`config.mk`:
```
export PLATFORM = sky130hd
export DESIGN_NAME = parity_frame_receiver
export DESIGN_NICKNAME = d
export VERILOG_FILES = /design/src/rtl/parity_frame_receiver_pkg.sv /design/src/rtl/parity_frame_receiver_accum.sv /design/src/rtl/parity_frame_receiver.sv
export SDC_FILE = /design/constraint.sdc
export NUM_CORES = 1
export LEC_CHECK = 0
export CORE_UTILIZATION = 40
export CTS_CLUSTER_SIZE = 20
export DETAILED_ROUTE_END_ITERATION = 7
export DONT_BUFFER_PORTS = 1
export MAX_ROUTING_LAYER = met4
export PLACE_DENSITY = 0.64
export SYNTH_ARGS = -nofsm -noshare
export SYNTH_HDL_FRONTEND = slang
export SYNTH_SLANG_ARGS = --single-unit
```
`constraint.sdc`:
```
create_clock -name clk -period 1.6 [get_ports clk]
set_input_delay 0.32 -clock clk [delete_from_list [all_inputs] [get_ports clk]]
set_output_delay 0.32 -clock clk [all_outputs]
set_load 0.05 [all_outputs]
```
`src/rtl/parity_frame_receiver_pkg.sv`:
```
// Shared definitions for the XOR-parity serial link: receiver state encoding,
// parity-sense constants and the parity check used at frame completion.
package parity_frame_receiver_pkg;

  typedef enum logic [1:0] {
    S_IDLE   = 2'd0,
    S_DATA   = 2'd1,
    S_PARITY = 2'd2
  } rx_state_e;

  localparam logic PARITY_EVEN = 1'b0;
  localparam logic PARITY_ODD  = 1'b1;

  // Nonzero when data XOR parity bit does not match the selected parity sense.
  function automatic logic frame_parity_err(input logic acc, input logic parity_bit,
                                            input logic odd);
    return acc ^ parity_bit ^ odd;
  endfunction

endpackage

```
`src/rtl/parity_frame_receiver_accum.sv`:
```
// One-bit running XOR accumulator: load starts a fresh frame, enable folds in a bit.
module parity_accum (
  input  logic clk,
  input  logic reset,
  input  logic load,
  input  logic enable,
  input  logic inBit,
  output logic acc
);

  always_ff @(posedge clk) begin
    if (reset) begin
      acc <= 1'b0;
    end else if (load) begin
      acc <= inBit;
    end else if (enable) begin
      acc <= acc ^ inBit;
    end
  end

endmodule

```
`src/rtl/parity_frame_receiver.sv`:
```
// Serial frame receiver: WIDTH data bits LSB first plus one parity bit, delivered
// as a word on a valid/ready port with parity-error and sticky overrun flags.
module parity_frame_receiver
  import parity_frame_receiver_pkg::*;
#(
  parameter int WIDTH      = 8,
  parameter bit ODD_PARITY = PARITY_EVEN
) (
  input  logic             clk,
  input  logic             reset,
  input  logic             inBit,
  input  logic             inValid,
  input  logic             inStart,
  output logic [WIDTH-1:0] outData,
  output logic             outValid,
  input  logic             outReady,
  output logic             outParityErr,
  output logic             outOverrun
);

  localparam int            CW       = $clog2(WIDTH + 1);
  localparam logic [CW-1:0] LAST_IDX = CW'(WIDTH - 1);

  rx_state_e        state, next_state;
  logic [CW-1:0]    bit_cnt;
  logic [WIDTH-1:0] shift_reg;
  logic             acc;
  logic             acc_load;
  logic             acc_en;
  logic             frame_done;
  logic             frame_err;
  logic             deliver;

  parity_accum u_accum (
    .clk    (clk),
    .reset  (reset),
    .load   (acc_load),
    .enable (acc_en),
    .inBit  (inBit),
    .acc    (acc)
  );

  // A qualified start always wins, restarting the frame from any state.
  always_comb begin
    next_state = state;
    acc_load   = 1'b0;
    acc_en     = 1'b0;
    frame_done = 1'b0;
    if (inValid) begin
      if (inStart) begin
        next_state = S_DATA;
        acc_load   = 1'b1;
      end else begin
        case (state)
          S_DATA: begin
            acc_en = 1'b1;
            if (bit_cnt == LAST_IDX) next_state = S_PARITY;
          end
          S_PARITY: begin
            frame_done = 1'b1;
            next_state = S_IDLE;
          end
          default: ;
        endcase
      end
    end
  end

  assign frame_err = frame_parity_err(acc, inBit, ODD_PARITY == PARITY_ODD);
  assign deliver   = frame_done && (!outValid || outReady);

  always_ff @(posedge clk) begin
    if (reset) begin
      state     <= S_IDLE;
      bit_cnt   <= '0;
      shift_reg <= '0;
    end else begin
      state <= next_state;
      if (acc_load) begin
        bit_cnt   <= CW'(1);
        shift_reg <= {{(WIDTH-1){1'b0}}, inBit};
      end else if (acc_en) begin
        bit_cnt <= bit_cnt + CW'(1);
        for (int i = 0; i < WIDTH; i++) begin
          if (bit_cnt == CW'(i)) shift_reg[i] <= inBit;
        end
      end
    end
  end

  // A completed frame that finds the output still occupied is dropped and flagged.
  always_ff @(posedge clk) begin
    if (reset) begin
      outData      <= '0;
      outValid     <= 1'b0;
      outParityErr <= 1'b0;
      outOverrun   <= 1'b0;
    end else if (deliver) begin
      outData      <= shift_reg;
      outParityErr <= frame_err;
      outValid     <= 1'b1;
    end else begin
      if (frame_done) outOverrun <= 1'b1;
      if (outValid && outReady) outValid <= 1'b0;
    end
  end

endmodule

```
==> key figures <==
Pwr
  – Total leakage power: a little under 0.5 nW
  – Pwr Density: 908 nW/um^2
  – Sw Ratio: 20.1%
  – Clk pwr share: 38.8%
  – Gate power share: 4.2%
  – P_int: ~0.93 mW
  – Sequential cell fraction of total power: 57.0%
  – Switching power: 0.234 mW
  – Total power: approximately 1.2 mW
  – Worst vdd ir: 434 uV

Die
  – Rows: 19
  – IO Count: 17
  – Die H: 56.7 um
  – Core area: 2810 sq um
  – Die Area: around 3200 sq um
  – Initial core utilization: 42.6%
  – Die Width: 56.7 um

Drt
  – Routed Antenna Nets: 0
  – # DRC: 8
  – Initial DRT Pass Iterations: 6
  – Mean number of vias per cell: 5.87
  – Average wire per standard cell: 13.9 um
  – Wirelength, routed: about 2.3 mm
  – Drt initial violations: 53
  – Vias: 986

Synthesis
  – Async set or reset register ratio after synthesis: 0%
  – Synth unique cells: 32
  – Cell count after synthesis: ~140
  – Synth Net Count: 146
  – YS warnings: 0
  – Mapped Avg Cell Area: between 8 and 9 sq um
  – Synth area leaders: dfxtp_1, a21oi_1, nand3_1
  – Cell area after synthesis: 1200 sq um
  – Most common cell in the netlist: dfxtp_1
  – Yosys reg bits: 26
  – Top-area cell type share of the netlist area: 43.5%
  – Top_reg_cell synth: dfxtp_1
  – Sequential fraction of the synthesis area: 43.5%
  – Post-synth EDFFs: 0
  – Yosys top cell by area: dfxtp_1
  – Commonest cells post-synth: dfxtp_1, a21oi_1, nand3_1, nand2_1, o21ai_0

Final layout
  – Fill cells: 280
  – Layout area overhead: 7.32%
  – Design area: around 1300 sq um
  – Share of cells above drive strength 1: 8.03%
  – Core Util, Final: 45.8%
  – Area of the multi-input gates: 619 sq um
  – Finished Layout Cells: 168
  – Reg area: around 520 sq um
  – Diode count: 0
  – Nets: 148

Setup path
  – Delay-heaviest family, CP: simple AND/OR/NAND/NOR gates
  – Slowest stage delay, CP: 0.55 ns
  – Crit path kind: register to register
  – CP max-delay cell: or4_4
  – Setup crit start kind: register
  – Data arrival time of the critical path: 1.75 ns
  – Crit path required time: 1.86 ns
  – CP Cell Sequence: or4_4 -> or3_1 -> a21oi_1
  – CP bufs+invs: 0
  – Setup crit end kind: register
  – Crit path max fanout: 12

Timing
  – Fmax: 671 MHz
  – WHS: between 0.03 and 0.04 ns
  – Post-route minimum period: 1.49 ns
  – Final hold vios: 0
  – PnR worst setup slack: about 0.11 ns
  – Final Slew Violations: 0
  – Actual slew at the worst max-slew pin: 0.506 ns
  – Setup TNS: 0 ns
  – Final Cycle Share: 93.2%
  – Clock skew: 0.0116 ns
  – Endpoints failing setup: 0
  – RSZ-0062 raised after global routing: false
  – Rel. slew slack: 66.2%

Clock network
  – CTS tree: built
  – Sink Count: 26
  – Reg clk slew, reported paths: 0.15 ns
  – H-Tree Depth: 1
  – Clock latency on the worst-skew pair: 0.33 ns
  – Num CTS Buffers: 3
  – Cts hold-fix bufs: 0
  – Clock Path Buffers: 2
  – Post_cts resized: 0
  – Post-CTS setup buffer count: 0
  – Clock root buffer master: clkbuf_4

Flow run
  – Max_cap viols: 0

GRT
  – Vias in the first global route: 927
  – Antenna violations before repair: 0
  – First-pass GRT wire length: roughly 4.0 mm
  – Largest net degree at the start of global routing: 16
  – Grt ovf: 0
  – Total track usage: about 16%

Placement
  – DP Worst Slack: between 0.15 and 0.2 ns
  – Placed insts: 164
  – I/O Buffers: 0
  – Dpl cell area: 1230 sq um
  – RePlAce Congestion: 0.806
  – Final HPWL DP: 1.71 mm

Min path
  – HP Class: primary input to register

Run status
  – Status: finished, violations left
  – Failing checks: DRC
[power groups by stage]
stage | logic (mW) | clock network [mW] | registers (mW)
6_report | 0.0488 | 0.452 | 0.665
4_1_cts | 0.0491 | 0.460 | 0.665
5_1_grt | 0.0541 | 0.488 | 0.667
3_5_place_dp | 0.0488 | 0 | 0.679
3_3_place_gp | 0.0477 | 0 | 0.678
2_1_floorplan | 0.0497 | 0 | 0.676
[layer usage]
layer / GRT usage, % / wire, um
met1: 18.7 / 1080
met2: 27.7 / 1140
met3: 3.23 / 75
met4: 7.50 / 39
met5: - / 0
[cell usage in the layout (no fill, tap or decap)]
cell type / n
a21oi_1: 18
a311oi_1: 1
a32o_1: 1
and3b_1: 1
and4bb_1: 1
buf_4: 5
bufinv_16: 1
clkbuf_4: 3
dfxtp_1: 26
ha_1: 4
inv_1: 4
mux2i_1: 7
nand2_1: 14
nand2b_1: 1
nand3_1: 15
nand3_2: 1
nand4bb_1: 2
nor2_1: 2
nor2b_1: 2
nor3_1: 2
nor3b_1: 1
nor4bb_1: 1
o211a_1: 2
o21ai_0: 11
o21ai_1: 3
o31ai_1: 1
or3_1: 2
or3b_1: 1
or4_1: 1
or4_4: 1
xnor2_1: 2
[worst reg2reg max path, cell delays in order (launching register included)]
cell     delay (ns)
dfxtp_1        0.42
or4_4          0.56
or3_1          0.32
a21oi_1        0.14
[cell type report]
type	count	area share, %
Multi-Input combinational cell	98	48.2
Inverter	4	1.17
Clock buffer	3	1.75
Clock inverter	1	2.34
Tap cell	31	3.02
Timing Repair Buffer	5	2.92
Sequential cell	26	40.5
[kinds of logic (layout without fill, tap and decap cells)]
family	count (synthesis)	in the layout	share of synthesized area, %
AND/OR/NAND/NOR	48	48	23.0
AO/OA/AOI/OAI	37	37	17.3
flip-flops	26	26	43.5
buffers and inverters	12	13	4.71
multiplexers	7	7	5.86
adder cells (fa/ha/maj)	4	4	4.18
XOR/XNOR	2	2	1.46
[path summary, 6_finish.rpt]
path	startpoint	endpoint	slack, ns	depth (start not counted)
min	reset	outData[5]$_SDFFE_PP0P_	0.04	1
max	state[1]$_SDFFE_PP0P_	shift_reg[3]$_SDFFE_PP0P_	0.11	3
min reg2reg	shift_reg[7]$_SDFFE_PP0P_	outData[7]$_SDFFE_PP0P_	0.47	2
max reg2reg	state[1]$_SDFFE_PP0P_	shift_reg[3]$_SDFFE_PP0P_	0.11	3
(Power assumes the default switching activity.)
